[config.mk]
export PLATFORM = sky130hd
export DESIGN_NAME = irq27_sequencer
export DESIGN_NICKNAME = d
export VERILOG_FILES = /design/src/rtl/irq27_pkg.sv /design/src/rtl/irq27_pick.sv /design/src/rtl/irq27_sequencer.sv
export SDC_FILE = /design/constraint.sdc
export NUM_CORES = 1
export LEC_CHECK = 0
export BUFFER_PORTS_ARGS = -buffer_cell sky130_fd_sc_hd__buf_2
export CAP_MARGIN = 20
export CORE_MARGIN = 8
export CORE_UTILIZATION = 61
export DETAILED_ROUTE_END_ITERATION = 12
export PLACE_DENSITY = 0.91
export SYNTH_ARGS = -nofsm -noshare
export SYNTH_HDL_FRONTEND = slang
export SYNTH_HIERARCHICAL = 1
export SYNTH_SLANG_ARGS = --single-unit
export TNS_END_PERCENT = 50
[constraint.sdc]
create_clock -name clk -period 5.98 [get_ports clk]
set_clock_uncertainty 0.15 [all_clocks]
set_input_delay 1.794 -clock clk [delete_from_list [all_inputs] [get_ports clk]]
set_output_delay 1.794 -clock clk [all_outputs]
set_load 0.02 [all_outputs]
[src/rtl/irq27_pkg.sv]
// Shared types and constants for the 27-channel interrupt sequencer.
package irq27_pkg;

  localparam int unsigned DefNch    = 9;
  localparam int unsigned DefAgeMax = 15;
  localparam int unsigned AgeW      = 4;

  typedef logic [3:0]      chan_idx_t;
  typedef logic [1:0]      bus_id_t;
  typedef logic [AgeW-1:0] age_t;

  localparam bus_id_t BUS_A = 2'd0;
  localparam bus_id_t BUS_B = 2'd1;
  localparam bus_id_t BUS_C = 2'd2;

  typedef enum logic [1:0] {
    StIdle,
    StArb,
    StOffer,
    StRetire
  } state_e;

  // Anti-starvation counter step: reset on grant, count bypassed arbitrations, saturate.
  function automatic age_t age_step(input age_t age, input logic granted, input logic was_elig,
                                    input age_t age_max);
    age_t nxt;
    nxt = age;
    if (granted) begin
      nxt = '0;
    end else if (was_elig && (age != age_max)) begin
      nxt = age + age_t'(1);
    end
    return nxt;
  endfunction

endpackage

[src/rtl/irq27_pick.sv]
// Combinational winner selection: fixed bus priority A > B > C with aging override,
// lowest channel index within the chosen bus.
module irq27_pick
  import irq27_pkg::*;
#(
  parameter int unsigned NCH = DefNch
) (
  input  logic [NCH-1:0] elig_a_i,
  input  logic [NCH-1:0] elig_b_i,
  input  logic [NCH-1:0] elig_c_i,
  input  logic           age_b_sat_i,
  input  logic           age_c_sat_i,
  output logic           found_o,
  output bus_id_t        bus_o,
  output chan_idx_t      chan_o
);

  logic [NCH-1:0] sel;

  always_comb begin
    sel   = elig_a_i;
    bus_o = BUS_A;
    if (age_c_sat_i && (|elig_c_i)) begin
      sel   = elig_c_i;
      bus_o = BUS_C;
    end else if (age_b_sat_i && (|elig_b_i)) begin
      sel   = elig_b_i;
      bus_o = BUS_B;
    end else if (|elig_a_i) begin
      sel   = elig_a_i;
      bus_o = BUS_A;
    end else if (|elig_b_i) begin
      sel   = elig_b_i;
      bus_o = BUS_B;
    end else if (|elig_c_i) begin
      sel   = elig_c_i;
      bus_o = BUS_C;
    end
  end

  // Scan downwards so the lowest set index is the last one written.
  always_comb begin
    chan_o = '0;
    for (int i = int'(NCH) - 1; i >= 0; i--) begin
      if (sel[i]) begin
        chan_o = chan_idx_t'(i);
      end
    end
  end

  assign found_o = |sel;

endmodule

[src/rtl/irq27_sequencer.sv]
// Sticky request capture, arbitration FSM and valid/ready grant presentation
// for three 9-channel interrupt buses.
module irq27_sequencer
  import irq27_pkg::*;
#(
  parameter int unsigned NCH     = DefNch,
  parameter int unsigned AGE_MAX = DefAgeMax
) (
  input  logic           clk,
  input  logic           rst,
  input  logic [NCH-1:0] req_a_i,
  input  logic [NCH-1:0] req_b_i,
  input  logic [NCH-1:0] req_c_i,
  input  logic [NCH-1:0] en_i,
  output logic           irq_valid_o,
  input  logic           irq_ready_i,
  output logic [1:0]     irq_bus_o,
  output logic [3:0]     irq_chan_o,
  output logic           irq_any_o,
  output logic           busy_o
);

  localparam age_t AgeSat = age_t'(AGE_MAX);

  state_e         state_q;
  logic [NCH-1:0] pend_a_q, pend_b_q, pend_c_q;
  logic [NCH-1:0] pend_a_d, pend_b_d, pend_c_d;
  logic [NCH-1:0] elig_a, elig_b, elig_c;
  logic [NCH-1:0] clr_mask;
  age_t           age_b_q, age_c_q;
  logic           was_b_q, was_c_q;
  logic           valid_q, any_q;
  bus_id_t        bus_q;
  chan_idx_t      chan_q;
  logic           elig_any;
  logic           retire;

  logic      pick_found;
  bus_id_t   pick_bus;
  chan_idx_t pick_chan;

  assign elig_a   = pend_a_q & en_i;
  assign elig_b   = pend_b_q & en_i;
  assign elig_c   = pend_c_q & en_i;
  assign elig_any = (|elig_a) | (|elig_b) | (|elig_c);
  assign retire   = (state_q == StRetire);

  irq27_pick #(
    .NCH(NCH)
  ) u_pick (
    .elig_a_i   (elig_a),
    .elig_b_i   (elig_b),
    .elig_c_i   (elig_c),
    .age_b_sat_i(age_b_q == AgeSat),
    .age_c_sat_i(age_c_q == AgeSat),
    .found_o    (pick_found),
    .bus_o      (pick_bus),
    .chan_o     (pick_chan)
  );

  // Clear is applied before the OR so a request on the retire edge keeps the bit set.
  always_comb begin
    clr_mask         = '0;
    clr_mask[chan_q] = 1'b1;
    pend_a_d         = pend_a_q;
    pend_b_d         = pend_b_q;
    pend_c_d         = pend_c_q;
    if (retire) begin
      unique case (bus_q)
        BUS_A:   pend_a_d = pend_a_q & ~clr_mask;
        BUS_B:   pend_b_d = pend_b_q & ~clr_mask;
        BUS_C:   pend_c_d = pend_c_q & ~clr_mask;
        default: ;
      endcase
    end
    pend_a_d = pend_a_d | req_a_i;
    pend_b_d = pend_b_d | req_b_i;
    pend_c_d = pend_c_d | req_c_i;
  end

  always_ff @(posedge clk or posedge rst) begin
    if (rst) begin
      state_q  <= StIdle;
      pend_a_q <= '0;
      pend_b_q <= '0;
      pend_c_q <= '0;
      age_b_q  <= '0;
      age_c_q  <= '0;
      was_b_q  <= 1'b0;
      was_c_q  <= 1'b0;
      valid_q  <= 1'b0;
      any_q    <= 1'b0;
      bus_q    <= BUS_A;
      chan_q   <= '0;
    end else begin
      pend_a_q <= pend_a_d;
      pend_b_q <= pend_b_d;
      pend_c_q <= pend_c_d;
      any_q    <= elig_any;
      unique case (state_q)
        StIdle: begin
          if (elig_any) begin
            state_q <= StArb;
          end
        end
        StArb: begin
          if (pick_found) begin
            bus_q   <= pick_bus;
            chan_q  <= pick_chan;
            was_b_q <= |elig_b;
            was_c_q <= |elig_c;
            valid_q <= 1'b1;
            state_q <= StOffer;
          end else begin
            state_q <= StIdle;
          end
        end
        StOffer: begin
          if (irq_ready_i) begin
            valid_q <= 1'b0;
            state_q <= StRetire;
          end
        end
        StRetire: begin
          age_b_q <= age_step(age_b_q, bus_q == BUS_B, was_b_q, AgeSat);
          age_c_q <= age_step(age_c_q, bus_q == BUS_C, was_c_q, AgeSat);
          state_q <= StIdle;
        end
        default: state_q <= StIdle;
      endcase
    end
  end

  assign irq_valid_o = valid_q;
  assign irq_bus_o   = bus_q;
  assign irq_chan_o  = chan_q;
  assign irq_any_o   = any_q;
  assign busy_o      = (state_q != StIdle);

endmodule

==> results.md, run 1 <==
* Status: finished clean
* Vias in the first global route at 2704
* #FFs+latches synth at 47
* Async SR Flop Fraction at 1.00
* Largest cells by area after synthesis: dfrtp_1 41%, a21o_1 7.0%, and2_1 5.4%
* Initial drt markers at around 260
* Setup TNS at 0 ps
* Leakage power at around 1.3 nW
* CP required at around 6000 ps
* Root buffer selected by CTS: clkbuf_8
* Largest net degree at the start of global routing at between 40 and 50
* Most common cell in the netlist: dfrtp_1
* Critical Path Source Type: input port
* Resized cells post-CTS at 0
* Cell taking the most area after synthesis: dfrtp_1
* Worst relative slew slack at 0.414
* Initial core utilization at 0.622
* Max Slew Vio Count at 0
* CTS buffer count at 5
* First-pass GRT wire length at between 10000 and 15000 um
* Final HPWL DP at ~6500 um
* Power Total at between 0.9 and 1 mW
* Die width at ~85 um
* Pre-Repair DR Iteration Count at 5
* Via density at ~6.6
* Final hold vios at 0
* Setup CP Type: input port to register
* Syn_area_per_cell at about 9.3 um^2
* Wire length per cell at a little under 20 um
* Mapped Area at 0.00290 mm^2
* Crit end category: register
* Htree depth at 2
* Routed via count at approximately 2.8k
* Synth warnings at 6
* Commonest cells in the netlist: 47 x dfrtp_1, 38 x nand2_1, 27 x a21o_1, 25 x and2_1, 22 x o21ai_0
* Endpoints failing setup at 0
* Grt ovf at 0
* Max Cap Viol at 0
* Area growth syn-to-layout at 14.0%
* Post-DP Area at approximately 0.0032 mm^2
* Worst-Margin Slew at slightly below 900 ps
* PnR worst setup slack at between 600 and 700 ps
* PortBufs at 47
* Antenna violations before repair at 0
* Final min period at ~5400 ps
* Layout cells sized above 1 at 0.227
* Antenna viol nets, final at 0
* Ant. Diodes at 0
* Post-Syn Nets at between 300 and 400
* Clock-pin slew on the worst setup and hold paths at 90 ps
* Setup WS pre-CTS at approximately 360 ps
* Total GRT Usage at 0.231
* Synthesized instance count at 313
* Tcrit/Tclk final at 0.898
* Cell variety after synth at 56
* Post-synth EDFFs at 0
* Design Area, Final at approximately 0.0033 mm^2
* Post-synthesis sequential area ratio at 0.406
* RePlAce Congestion at roughly 0.96
* Die Height at ~85 um
* Worst Path Max Fanout at 10
* Synth Flop Type: dfrtp_1
* Clock Latency Late Sink at about 300 ps
* Arr. time, crit path at 5410 ps
* Die ar. at slightly above 0.007 mm^2
* I/O pin count at between 40 and 50
* Core area at approximately 0.0047 mm^2
* Max Root-Sink Buffers at 2
* Pwr dens at ~290 mW/mm^2
* # clock sinks at between 40 and 50
* CTS tree: yes
* Nets at 405
* Share of the synthesized area in the top cell type at 0.406
* Hold_buf cts at 0
* Maximum clock rate at 186 MHz
* Final wirelength at about 8300 um
* HP Class: register to register
* DRC Markers at 0
* Post-CTS setup repair buffer count at 0
* RSZ-0062 raised after global routing: no
* Row count at 25
* Maximum vdd drop at 0.230 mV
critical path: stages:
cell,delay [ps]
buf_2,130
and2_1,190
or4_4,590
o31ai_4,440
nand3_1,220
o221a_1,330
a2111o_1,340
or4b_1,600
nand3_1,360
mux2_2,400
state kept, by name, indices dropped and copies added (netlist names), named ones only:
signal	count
irq_valid_o	1
state_q	1
was_c_q	1
irq_chan_o	4
age_c_q	4
age_b_q	4
irq_bus_o	2
pend_c_q	9
was_b_q	1
pend_b_q	9
pend_a_q	9
irq_any_o	1
cells by family after synthesis:
group	share of synthesized area
flops	0.406
fa+ha+maj	0.00863
mux	0.0272
simple gates	0.294
compound gates	0.245
buf+inv	0.0194
cells in the final DEF, fill, tap and decap left out, types with 5 or more instances in the layout:
cell / Yosys / routed
o21ai_0: 22 / 22
or4_4: 5 / 5
nand3_1: 7 / 7
a22oi_1: 9 / 9
nor3_1: 7 / 7
a21o_1: 27 / 27
clkbuf_8: 0 / 6
nand4b_1: 5 / 5
nor2_1: 12 / 12
a31oi_1: 5 / 5
a21oi_1: 7 / 7
nor2b_1: 5 / 5
mux2_2: 7 / 7
dfrtp_1: 47 / 47
and2_1: 25 / 25
nand2b_1: 8 / 8
buf_2: 0 / 47
inv_1: 10 / 9
nand2_1: 38 / 38
metrics by stage:
stage / hold slack, ps / cells / utilization
floorplan: 291 / 313 / -
global placement: 312 / 410 / 0.685
detailed placement: 312 / 410 / 0.685
CTS: 333 / 418 / 0.705
global route: 336 / 419 / 0.710
finish: 334 / 419 / 0.710
final timing paths:
check,startpoint,to,slack [ps],depth (start not counted)
min reg2reg,pend_b_q[2],pend_b_q[2],330,1
min,pend_b_q[2],pend_b_q[2],330,1
max reg2reg,pend_c_q[4],irq_bus_o[1],1770,9
min in group asynchronous,rst,age_c_q[1],1200,2
max,en_i[4],irq_bus_o[1],610,10
max in group asynchronous,rst,pend_b_q[0],4050,3
power by group:
group / internal, mW / switching, mW / leakage [nW] / total, mW
Sequential: 0.373 / 0.0682 / 0.484 / 0.441
Combinational: 0.125 / 0.194 / 0.779 / 0.320
Clock: 0.0950 / 0.110 / 0.0484 / 0.205
metal layers:
metal	vias up	wire (um)	global-route usage	share of wire
li1	1276	-	-	-
met5	-	0	0	0
met1	1303	3670	0.304	0.44
met3	22	686	0.0512	0.083
met2	164	3760	0.362	0.45
met4	0	174	0.0841	0.021
layout make-up:
cell class,instances,area [um^2]
clock buffers,7,86.3
clock inverters,1,8.76
fillers,352,1350
inverters,10,37.5
multi-input cells,251,1670
flip-flops and latches,47,1180
well taps,54,67.6
repair buffers,49,263
(Power assumes the default switching activity.)
==> inputs of run 2 (changes only) <==
BUFFER_PORTS_ARGS = -buffer_cell sky130_fd_sc_hd__buf_4   (was -buffer_cell sky130_fd_sc_hd__buf_2)
==> run 2 against run 1 <==
Effect of this change: sequential share of layout area decreased by 1.2 points; via count increased by 4.1%; total power increased by 2.3%; core utilization increased by 2.4 points; routed wire length increased by 8.8%; largest cell class unchanged; critical path type unchanged.
==> results.md, run 2 (synthesis results as in run 1) <==
* Row count at 25
* Vias in the first global route at between 2k and 3k
* Via density at between 6 and 7
* Comb pwr share at 0.345
* Area growth syn-to-layout at 17.9%
* Leakage power at about 1.3 nW
* Pwr dens at around 290 mW/mm^2
* Power share of the clock group at 0.205
* Routed via count at approximately 2.9k
* Core area at 0.00466 mm^2
* Final wirelength at around 9000 um
* P_sw at roughly 0.4 mW
* CP required at about 6000 ps
* Antenna violations before repair at 0
* Seq pwr share at 0.450
* Worst relative slew slack at 0.368
* Post-CTS setup repair buffer count at 0
* Crit end category: register
* Layout cells sized above 1 at 0.230
* Total GRT Usage at 0.247
* Internal at between 0.5 and 0.6 mW
* Setup CP Type: input port to register
* Final hold vios at 0
* Clock Latency Late Sink at a little over 300 ps
* Largest net degree at the start of global routing at 48
* Worst Path Max Fanout at 10
* Arr. time, crit path at 5310 ps
* First-pass GRT wire length at between 10000 and 15000 um
* Antenna viol nets, final at 0
* # clock sinks at 47
* Htree depth at 2
* Biggest regs: pend_a_q x9, pend_b_q x9, pend_c_q x9
* Tcrit/Tclk final at 0.880
* Endpoints failing setup at 0
* Critical Path Source Type: input port
* Root buffer selected by CTS: clkbuf_8
* Max Cap Viol at 0
* Die Height at 85.0 um
* RSZ-0062 raised after global routing: no
* CP max stage delay at around 600 ps
* Most frequent cells in the layout: 48 x buf_4, 47 x dfrtp_1, 38 x nand2_1
* Maximum clock rate at between 150 and 200 MHz
* I/O pin count at 48
* Slowest-stage cell, CP: or4_4
* Die ar. at 0.00722 mm^2
* Clock-pin slew on the worst setup and hold paths at 100 ps
* Sw Ratio at 0.394
* PnR worst setup slack at about 700 ps
* Layout Utilization at 0.734
* DRC Markers at 0
* Pre-Repair DR Iteration Count at 7
* RePlAce Congestion at 1.00
* Status: finished clean
* Most common cell after layout, fill and taps aside: buf_4
* Nets at 405
* Maximum vdd drop at roughly 0.23 mV
* Initial core utilization at 0.622
* Worst-Margin Slew at 935 ps
* Grt ovf at 0
* Final min period at approximately 5300 ps
* CTS tree: yes
* Die width at about 85 um
* Resized cells post-CTS at 0
* Ant. Diodes at 0
* Initial drt markers at 276
* Max Slew Vio Count at 0
* Setup TNS at 0 ps
* HP Class: register to register
* Crit path cell chain: buf_4 -> and2_1 -> or4_4 -> o31ai_1 -> nand3_1 -> o221a_1 -> a2111o_1 -> or4b_1 -> nand3_1 -> mux2_2
* Max Root-Sink Buffers at 2
* Wire length per cell at 21.5 um
* PortBufs at 47
* Final HPWL DP at 6970 um
* Hold_buf cts at 0
* CTS buffer count at 5
* Setup WS pre-CTS at around 470 ps
* Most used cell, CP: nand3_1
* Filler Cell Count at 353
-- run 2: cell type report --
type | count | area (um^2) | area share
inverters | 10 | 37.5 | 0.0110
clock buffers | 5 | 68.8 | 0.0201
multi-input cells | 251 | 1670 | 0.488
flip-flops and latches | 47 | 1180 | 0.344
well taps | 54 | 67.6 | 0.0198
clock inverters | 3 | 22.5 | 0.00658
repair buffers | 49 | 380 | 0.111
-- run 2: path summary, 6_finish.rpt --
kind	start	end	slack [ps]	depth (start not counted)
hold reg to reg	pend_b_q[6]	pend_b_q[6]	340	1
max in group asynchronous	rst	pend_b_q[5]	4040	3
min in group asynchronous	rst	age_c_q[0]	1210	2
setup reg to reg	pend_a_q[4]	irq_bus_o[1]	1860	9
hold / removal	pend_b_q[6]	pend_b_q[6]	340	1
setup / recovery	en_i[4]	irq_bus_o[1]	720	10
-- run 2: worst max-delay path, delay by kind of cell --
| family | cells | cell delay [ps] |
|---|---|---|
| and+or+nand+nor | 5 | 1910 |
| AOI/OAI and AO/OA | 3 | 1080 |
| muxes | 1 | 400 |
| buffers and inverters | 1 | 120 |
-- run 2: routing by layer --
layer | GRT usage | vias up | part of all wire
li1 | - | 1270 | -
met1 | 0.306 | 1387 | 0.41
met2 | 0.387 | 183 | 0.46
met3 | 0.0627 | 38 | 0.095
met4 | 0.125 | 0 | 0.038
met5 | 0 | - | 0
-- run 2: power groups by stage --
stage / logic (mW) / clock network [mW] / registers, mW
2_1_floorplan: 0.222 / 0 / 0.433
3_3_place_gp: 0.322 / 0 / 0.441
3_5_place_dp: 0.334 / 0 / 0.445
4_1_cts: 0.335 / 0.206 / 0.440
5_1_grt: 0.374 / 0.216 / 0.451
6_report: 0.341 / 0.202 / 0.444
-- run 2: metrics by stage --
step                      hold slack (ps)  area (um^2)  power [mW]  cells
after floorplan                       291         2900       0.655    313
after global routing                  353         3420        1.04    419
after detailed placement              312         3310       0.779    410
after global placement                309         3310       0.763    410
after CTS                             333         3400       0.980    418
final                                 338         3420       0.988    419
